## src/rtl/riscv_lsu_pkg.sv

```systemverilog
// Shared types for the load/store unit: FSM states, memory-op encodings, access size.
// Pure declarations; no latency.
// No flow control of its own.
package riscv_lsu_pkg;

  typedef enum logic [1:0] {
    LSU_IDLE = 2'd0,
    LSU_REQ  = 2'd1,
    LSU_RSP  = 2'd2,
    LSU_DONE = 2'd3
  } lsu_state_t;

  // Core memory-op bus encodings (stores use the signed byte/half/word codes)
  localparam logic [2:0] OP_LB  = 3'b000;
  localparam logic [2:0] OP_LH  = 3'b001;
  localparam logic [2:0] OP_LW  = 3'b010;
  localparam logic [2:0] OP_LBU = 3'b100;
  localparam logic [2:0] OP_LHU = 3'b101;

  typedef enum logic [1:0] {
    SZ_BYTE = 2'd0,
    SZ_HALF = 2'd1,
    SZ_WORD = 2'd2
  } acc_size_t;

  // Anything that is not a byte or half encoding is handled as a word access
  function automatic acc_size_t op_size(input logic [2:0] op);
    case (op)
      OP_LB, OP_LBU: op_size = SZ_BYTE;
      OP_LH, OP_LHU: op_size = SZ_HALF;
      default:       op_size = SZ_WORD;
    endcase
  endfunction

endpackage

```

## src/rtl/riscv_lsu_align.sv

```systemverilog
// Byte-lane logic: misalign check, byte enables, store replication, load extraction/extension.
// Purely combinational, zero latency.
// No flow control; request side and response side are independent.
module riscv_lsu_align
  import riscv_lsu_pkg::*;
(
  input  logic [2:0]  req_op,
  input  logic [1:0]  req_off,
  input  logic [31:0] req_wdata,
  output logic        misalign,
  output logic [3:0]  be,
  output logic [31:0] wdata,
  input  logic [2:0]  rsp_op,
  input  logic [1:0]  rsp_off,
  input  logic [31:0] rsp_rdata,
  output logic [31:0] rdata
);

  logic [7:0]  byte_lane;
  logic [15:0] half_lane;

  // Request side: alignment check, strobes and lane-replicated store data
  always_comb begin
    misalign = 1'b0;
    be       = 4'b1111;
    wdata    = req_wdata;
    case (op_size(req_op))
      SZ_BYTE: begin
        be    = 4'b0001 << req_off;
        wdata = {4{req_wdata[7:0]}};
      end
      SZ_HALF: begin
        misalign = req_off[0];
        be       = req_off[1] ? 4'b1100 : 4'b0011;
        wdata    = {2{req_wdata[15:0]}};
      end
      default: begin
        misalign = |req_off;
      end
    endcase
  end

  // Response side: pick the addressed lane and sign- or zero-extend it
  always_comb begin
    byte_lane = rsp_rdata[{rsp_off, 3'b000} +: 8];
    half_lane = rsp_off[1] ? rsp_rdata[31:16] : rsp_rdata[15:0];
    rdata     = rsp_rdata;
    case (op_size(rsp_op))
      SZ_BYTE: rdata = rsp_op[2] ? {24'd0, byte_lane} : {{24{byte_lane[7]}}, byte_lane};
      SZ_HALF: rdata = rsp_op[2] ? {16'd0, half_lane} : {{16{half_lane[15]}}, half_lane};
      default: rdata = rsp_rdata;
    endcase
  end

endmodule

```

## src/rtl/riscv_lsu.sv

```systemverilog
// Load/store unit: one req/gnt/rvalid bus transaction per core memory access.
// Latency: 3 stall cycles with immediate gnt and rvalid; result committed in the 4th (DONE).
// Backpressure: stall_o holds the core while waiting for gnt/rvalid; timeout aborts with err_o.
module riscv_lsu
  import riscv_lsu_pkg::*;
#(
  parameter int TIMEOUT = 256,
  parameter int AW      = 32
) (
  input  logic          clk,
  input  logic          rst,
  input  logic          req_valid_i,
  input  logic          req_we_i,
  input  logic [2:0]    req_op_i,
  input  logic [AW-1:0] req_addr_i,
  input  logic [31:0]   req_wdata_i,
  output logic          stall_o,
  output logic [31:0]   rdata_o,
  output logic          misalign_o,
  output logic          err_o,
  output logic          mem_req_o,
  output logic          mem_we_o,
  output logic [AW-1:0] mem_addr_o,
  output logic [3:0]    mem_be_o,
  output logic [31:0]   mem_wdata_o,
  input  logic          mem_gnt_i,
  input  logic          mem_rvalid_i,
  input  logic [31:0]   mem_rdata_i
);

  localparam int CW = (TIMEOUT > 1) ? $clog2(TIMEOUT) : 1;
  localparam logic [CW-1:0] CNT_LAST = CW'(TIMEOUT - 1);

  lsu_state_t    state, state_nxt;
  logic          we_q;
  logic [2:0]    op_q;
  logic [AW-1:0] addr_q;
  logic [3:0]    be_q;
  logic [31:0]   wdata_q;
  logic [31:0]   rdata_q;
  logic          err_q;
  logic [CW-1:0] cnt;

  logic          misalign;
  logic [3:0]    be_a;
  logic [31:0]   wdata_a;
  logic [31:0]   rdata_a;
  logic          accept;
  logic          expire;
  logic          timeout_hit;

  riscv_lsu_align u_align (
    .req_op    (req_op_i),
    .req_off   (req_addr_i[1:0]),
    .req_wdata (req_wdata_i),
    .misalign  (misalign),
    .be        (be_a),
    .wdata     (wdata_a),
    .rsp_op    (op_q),
    .rsp_off   (addr_q[1:0]),
    .rsp_rdata (mem_rdata_i),
    .rdata     (rdata_a)
  );

  assign accept = (state == LSU_IDLE) && req_valid_i && !misalign;
  assign expire = (TIMEOUT != 0) && (cnt == CNT_LAST);

  // Next-state and per-state handshake outputs
  always_comb begin
    state_nxt   = state;
    stall_o     = 1'b0;
    mem_req_o   = 1'b0;
    misalign_o  = 1'b0;
    timeout_hit = 1'b0;
    case (state)
      LSU_IDLE: begin
        if (req_valid_i) begin
          if (misalign) begin
            misalign_o = 1'b1;
          end else begin
            stall_o   = 1'b1;
            state_nxt = LSU_REQ;
          end
        end
      end
      LSU_REQ: begin
        mem_req_o = 1'b1;
        stall_o   = 1'b1;
        if (mem_gnt_i) begin
          state_nxt = LSU_RSP;
        end else if (expire) begin
          state_nxt   = LSU_DONE;
          timeout_hit = 1'b1;
        end
      end
      LSU_RSP: begin
        stall_o = 1'b1;
        if (mem_rvalid_i) begin
          state_nxt = LSU_DONE;
        end else if (expire) begin
          state_nxt   = LSU_DONE;
          timeout_hit = 1'b1;
        end
      end
      LSU_DONE: begin
        state_nxt = LSU_IDLE;
      end
      default: begin
        state_nxt = LSU_IDLE;
      end
    endcase
  end

  // State, latched request, timeout counter and load result
  always_ff @(posedge clk) begin
    if (rst) begin
      state   <= LSU_IDLE;
      we_q    <= 1'b0;
      op_q    <= 3'd0;
      addr_q  <= '0;
      be_q    <= 4'd0;
      wdata_q <= 32'd0;
      rdata_q <= 32'd0;
      err_q   <= 1'b0;
      cnt     <= '0;
    end else begin
      state <= state_nxt;
      if (accept) begin
        we_q    <= req_we_i;
        op_q    <= req_op_i;
        addr_q  <= req_addr_i;
        be_q    <= be_a;
        wdata_q <= wdata_a;
        err_q   <= 1'b0;
        cnt     <= '0;
      end
      if (state == LSU_REQ || state == LSU_RSP) begin
        cnt <= cnt + 1'b1;
      end
      if (timeout_hit) begin
        err_q   <= 1'b1;
        rdata_q <= 32'd0;
      end
      if (state == LSU_RSP && mem_rvalid_i && !we_q) begin
        rdata_q <= rdata_a;
      end
    end
  end

  assign err_o       = (state == LSU_DONE) && err_q;
  assign rdata_o     = rdata_q;
  assign mem_we_o    = we_q;
  assign mem_addr_o  = {addr_q[AW-1:2], 2'b00};
  assign mem_be_o    = be_q;
  assign mem_wdata_o = wdata_q;

endmodule

```

## config.mk

```make
export PLATFORM = sky130hd
export DESIGN_NAME = riscv_lsu
export DESIGN_NICKNAME = d
export VERILOG_FILES = /design/src/rtl/riscv_lsu_pkg.sv /design/src/rtl/riscv_lsu_align.sv /design/src/rtl/riscv_lsu.sv
export SDC_FILE = /design/constraint.sdc
export NUM_CORES = 1
export LEC_CHECK = 0
export CAP_MARGIN = 40
export CORE_UTILIZATION = 47
export DETAILED_ROUTE_END_ITERATION = 12
export PLACE_DENSITY = 0.83
export SYNTH_ARGS = -nofsm -noshare
export SYNTH_HDL_FRONTEND = slang
export SYNTH_SLANG_ARGS = --single-unit
```

## constraint.sdc

```tcl
create_clock -name clk -period 3.74 [get_ports clk]
set_clock_uncertainty 0.05 [all_clocks]
set_input_delay 0.748 -clock clk [delete_from_list [all_inputs] [get_ports clk]]
set_output_delay 0.748 -clock clk [all_outputs]
set_load 0.05 [all_outputs]
```

# Yosys cells after proc, flatten, opt, wreduce, memory -nomap -nowiden
# Index checks and enable logic that the tools add are counted.
[totals]
inputBits = 105
reg_bits = 115
word_cells = 82
output_inout_bits = 105
[op_classes]
n_eq_ne = 14
n_addsub = 1
n_reduce_logical = 23
mux = 33
shifts = 2
[op_table]
columns = ["op", "n"]
rows = [
  ["32-bit two-way mux", 4],
  ["32-bit one-hot mux with 2 select lines", 2],
  ["32-bit by 6-bit indexed part select with 8-bit output", 1],
  ["16-bit two-way mux", 1],
  ["8-bit two-way mux", 2],
  ["3-bit equality test, second input constant", 4],
  ["2-bit OR reduction", 6],
  ["1-bit two-way mux", 11],
  ["2-bit two-way mux", 5],
  ["8-bit by 1-bit adder with 8-bit output, second input constant", 1],
  ["8-bit equality test, second input constant", 1],
  ["2-bit one-hot mux with 2 select lines", 2],
  ["2-bit one-hot mux with 4 select lines", 1],
  ["4-bit one-hot mux with 2 select lines", 1],
  ["2-bit by 1-bit equality test with 1-bit output, second input constant", 3],
  ["3-bit by 1-bit equality test with 1-bit output, second input constant", 2],
  ["2-bit logical NOT", 3],
  ["3-bit logical NOT", 2],
  ["1-bit one-hot mux with 2 select lines", 3],
  ["2-bit nonzero test", 3],
  ["1-bit logical AND", 5],
  ["2-bit equality test, second input constant", 2],
  ["4-bit two-way mux", 1],
  ["2-bit != test, second input constant", 2],
  ["4 further kinds", 5],
]

# Depth between registers and ports, before layout
[logic_depth]
ltp_word = 9
depth_mapped = 8
ltp_nobuf = 6

# Hierarchy
# Synthesis repeated with hierarchy kept, for this count alone.
[hier_totals]
hier_cells = 671
area_unflattened_um2 = 5549.1
[modules_own_cells]
columns = ["module", "seq_area_each_um2", "instances", "cells_each", "area_per_inst_um2"]
rows = [
  ["riscv_lsu", 2302.2, 1, 497, 4388.0],
  ["riscv_lsu_align", 0.0, 1, 174, 1161.1],
]

# Worst setup path before layout
# No wires, ideal clock.
[synth_path]
kind = "in2out"
from = "input port req_op_i[0]"
to = "output port stall_o"
n_path_buf = 0
arrival_ns = 1.825
setup_slack_ns = 1.117
required_time_ns = 2.942
path_stages = 3
path_cell_list = "o21ai_1 a41oi_1 nor2_1"
[synth_via]
elab_chain_len = 8
elab_cells_between_ends = 13
cone_classes = "4 x eq/ne; 5 x mux; 4 x reduce/logical"
[synth_lines]
columns = ["element", "line", "rtl"]
rows = [
  ["from (decl)", "riscv_lsu.sv:14", "input logic [2:0] req_op_i,"],
  ["3-bit by 1-bit equality test with 1-bit output, or another cell as far along", "riscv_lsu_pkg.sv:28", "case (op)"],
  ["2-bit OR reduction", "riscv_lsu_pkg.sv:28", ""],
  ["2-bit one-hot mux with 2 select lines *", "riscv_lsu_pkg.sv:28", ""],
  ["2-bit by 1-bit equality test with 1-bit output / 2-bit logical NOT (equally long branches)", "riscv_lsu_align.sv:27", "case (op_size(req_op))"],
  ["1-bit one-hot mux with 2 select lines *", "riscv_lsu_align.sv:27", ""],
  ["1-bit two-way mux *", "riscv_lsu.sv:78", "if (misalign) begin"],
  ["1-bit two-way mux *", "riscv_lsu.sv:77", "if (req_valid_i) begin"],
  ["1-bit one-hot mux with 2 select lines *", "riscv_lsu.sv:75", "case (state)"],
  ["to (decl)", "riscv_lsu.sv:17", "output logic stall_o,"],
]
# Mark *: on every way between the ends. The rest lies on a longest branch, timed or not.

# Worst setup path after layout
[layout_path]
from = "input port req_addr_i[0]"
to = "output port stall_o"
[layout_via]
elab_chain_len = 5
[layout_lines]
columns = ["element", "line", "rtl"]
rows = [
  ["from (decl)", "riscv_lsu.sv:15", "input logic [AW-1:0] req_addr_i,"],
  ["2-bit OR reduction", "riscv_lsu_align.sv:38", "misalign = |req_off;"],
  ["1-bit one-hot mux with 2 select lines *", "riscv_lsu_align.sv:27", ""],
  ["1-bit two-way mux *", "riscv_lsu.sv:78", ""],
  ["1-bit two-way mux *", "riscv_lsu.sv:77", ""],
  ["1-bit one-hot mux with 2 select lines *", "riscv_lsu.sv:75", ""],
]
# Marks and branches as above.

==> results.md <==
- The flow ran to the end, and the final reports show no timing, DRC or antenna violations.
- The H-tree was split into 4 levels.
- The first routing iteration left 203 violations.
- The sequential cell area fraction in the yosys report is 43.2%.
- The classification of the worst-slack hold path is flop to flop.
- The summed negative setup slack over all endpoints is 0 ns.
- CTS placed an instance of sky130_fd_sc_hd__clkbuf_16 at the clock tree root.
- Hold repair after CTS inserted 0 buffers.
- At the pin with the least slew margin, the transition time is 0.923 ns.
- The number of standard cells after synthesis is 631.
- The clock slew seen by the registers of the worst setup and hold paths is 0.05 ns.
- The worst setup path is captured at an output port.
- The finished cells cover 7800 sq um.
- The cell row count is 38.
- For this run, the post-layout net count is 895.
- The fraction of final layout cells sized beyond drive strength 1 is 7.53%.
- For this design the ratio of total power to cell area is 474 nW/um^2.
- The most common cell after layout, fill and taps aside is sky130_fd_sc_hd__clkdlybuf4s50_1.
- Once the floorplan was initialized, standard cells occupied 48.7% of the core.
- The routed wire length per instance is 17.1 um.
- The first global-routing pass estimated 24700 um of wire.
- The count of antenna diodes in the layout is 0.
- The cell count after placement is 905.
- The DRC violation count after routing is 0.
- For this design the static power due to leakage is 0.00278 uW.
- The estimated wirelength of the detail-placed design is 11200 um.
- The TritonCTS clock tree is built.
- STA classifies the critical path startpoint as a primary input.
- For this run, global-route usage on met3 was measured as 11.2%.
- The core region is 10900 sq um.
- The max-slew violation total from the final report came to 0.
- Setup repair after global routing left no endpoint under its margin.
- The most instantiated flip-flop cell in the synthesis netlist is sky130_fd_sc_hd__dfxtp_1.
- CTS saw 115 sinks.
- The highest ir drop seen on vdd is 266 uV.
- During synthesis, Yosys emitted a total of 0 warnings.
- The total die area is 11800 sq um.
- After synthesis the cells add up to 5330 sq um.
- The detailed-router iteration count before antenna repair is 4.
- The async set-or-reset flop fraction in the synthesized netlist is 0%.
- The total vias in the final route is 5276.
- At the placement stage, the worst setup path has a slack of 0.715 ns.
- The post-detailed-route count of antenna-violating nets is 0.
- The peak clock frequency supported by timing is 0.328 GHz.
- The boundary pin count is 210.
- After layout, the minimum clock period comes to 3.05 ns.
- Measured along the x axis, the die boundary spans 108 um.
- The final wirelength is 16000 um.
- The number of antenna violations at the first check in global routing came to 0.
- After global routing, the most crowded layer is met2.
- The number of buffers added for setup after CTS is 0.
- At the worst endpoint, the required time is 2.94 ns.
- The post-synthesis cell type count is 47.
- In this run the cell area measured after placement is 7220 sq um.
- The worst endpoint data arrival time is 2.25 ns.
- The number of maximum-capacitance violations is 0.
- The part of the cycle the worst path needs is 81.6%.
- The port buffer count is 207.
- The via count of the first global-routing pass is 5108.
- The worst path setup slack after routing is 0.690 ns.
- The maximum count of clock buffers along a single path is 2.
- The pin count of the biggest net entering global routing is 72.
- The routing usage on met2 is 44.8%.
- The total grt overflow is 0.
- Synthesis inferred 115 register bits.
- The number of hold violations in the final report is 0.
- The layout-stage area growth over the synthesis result is 46.4%.
- In the global route stage, met1 resource usage came out at 30.0%.
- At the later pin of the worst-skew pair, clock insertion delay measures 0.41 ns.
- From bottom edge to top edge, the die measures 108 um.
- The number of vias per cell is 5.63.
- The worst setup path is of the primary input to output port kind.
- The final standard cell utilization of the core is 71.4%.
- The mean post-synth cell area is 8.45 sq um.
- The max-slew headroom at the worst pin is 38.5%.
- Buffers inserted during clock tree synthesis total 17.
- After clock tree synthesis, the repair step resized 0 gates.
- The final number of setup-violating endpoints is 0.
- In the global route stage, overall resource usage came out at 27.1%.
- In this run, synthesis inferred 0 flip-flops with an integrated enable.
- Of all nets on the critical path, the largest fanout is 6.
- The final estimated routing congestion in global placement is 0.874.
- The top cell types in the final layout, fill and taps aside, are sky130_fd_sc_hd__clkdlybuf4s50_1, sky130_fd_sc_hd__nand2_1, sky130_fd_sc_hd__dfxtp_1.
- Excluding fillers, the count of instances in the completed layout stands at 937.
## Yosys cell counts, types with 2 or more instances
cell type,instances,area share [%]
sky130_fd_sc_hd__a211oi_1,8,1.1
sky130_fd_sc_hd__a21oi_1,71,6.7
sky130_fd_sc_hd__a221o_1,16,3.0
sky130_fd_sc_hd__a311oi_1,15,2.5
sky130_fd_sc_hd__a31oi_1,7,0.82
sky130_fd_sc_hd__a32o_1,8,1.5
sky130_fd_sc_hd__a41oi_1,4,0.66
sky130_fd_sc_hd__and2_1,3,0.35
sky130_fd_sc_hd__and3_1,2,0.23
sky130_fd_sc_hd__buf_1,2,0.14
sky130_fd_sc_hd__buf_2,6,0.56
sky130_fd_sc_hd__buf_4,34,4.8
sky130_fd_sc_hd__buf_8,2,0.56
sky130_fd_sc_hd__clkbuf_1,37,2.6
sky130_fd_sc_hd__dfxtp_1,115,43
sky130_fd_sc_hd__ha_1,6,1.4
sky130_fd_sc_hd__inv_1,5,0.35
sky130_fd_sc_hd__mux2_2,9,1.9
sky130_fd_sc_hd__mux2i_1,19,3.6
sky130_fd_sc_hd__nand2_1,138,9.7
sky130_fd_sc_hd__nand2b_1,24,2.8
sky130_fd_sc_hd__nand3_1,10,0.94
sky130_fd_sc_hd__nor2_1,27,1.9
sky130_fd_sc_hd__nor2b_1,2,0.23
sky130_fd_sc_hd__nor3_1,3,0.28
sky130_fd_sc_hd__o211ai_1,15,2.1
sky130_fd_sc_hd__o21ai_0,22,2.1
sky130_fd_sc_hd__o31a_1,2,0.33
## cell families (layout without fill, tap and decap cells)
kind of cell,after synthesis,after routing,synth area share (%)
flops,115,115,43.2
compound gates,175,175,22.1
fa+ha+maj,6,6,1.41
other cells,1,2,0.0704
buf+inv,88,253,9.30
simple gates,217,217,18.0
mux,29,29,5.89
## worst paths after layout
kind | startpoint | to | slack [ns] | cells after the start
worst max-delay path | req_addr_i[0] | stall_o | 0.69 | 5
worst max register to register | state[0] | rdata_o[24] | 1.14 | 5
worst min-delay path | err_q | err_q | 0.40 | 2
worst min register to register | err_q | err_q | 0.40 | 2
## where the power goes
| group | switching (uW) | internal, uW | leakage, uW |
|---|---|---|---|
| combinational | 466 | 305 | 0.00158 |
| clock | 585 | 1010 | 0.000265 |
| sequential | 47.2 | 1290 | 0.000936 |
## cell type report
| class | instances | area (sq um) |
|---|---|---|
| clock buffer | 19 | 453 |
| clock inverter | 13 | 135 |
| fill | 829 | 3130 |
| inverter | 6 | 22.5 |
| multi-input combinational | 429 | 2540 |
| sequential | 115 | 2300 |
| tap | 140 | 175 |
| timing repair buffer | 215 | 2180 |
## metrics by stage
stage	power (uW)	hold WS (ns)
floorplan	1840	0.382
global placement	2110	0.388
detailed placement	2130	0.393
CTS	3710	0.400
global route	3830	0.419
finish	3700	0.397
## metal layers
| metal | vias up | wire length (um) |
|---|---|---|
| li1 | 2504 | - |
| met1 | 2474 | 6210 |
| met2 | 256 | 7540 |
| met3 | 42 | 1670 |
| met4 | 0 | 571 |
| met5 | - | 0 |
## sequential cells by signal (all words and copies together) (netlist names)
register / cells
mem_wdata_o: 32
op_q: 3
state: 2
mem_be_o: 4
cnt: 8
err_q: 1
addr_q: 32
rdata_o: 32
mem_we_o: 1
## worst max-delay path: stages
cell	delay (ns)
sky130_fd_sc_hd__clkdlybuf4s50_1	0.61
sky130_fd_sc_hd__o21ai_1	0.18
sky130_fd_sc_hd__a41oi_1	0.41
sky130_fd_sc_hd__nor2_1	0.13
sky130_fd_sc_hd__buf_12	0.17
(Power assumes the default switching activity.)
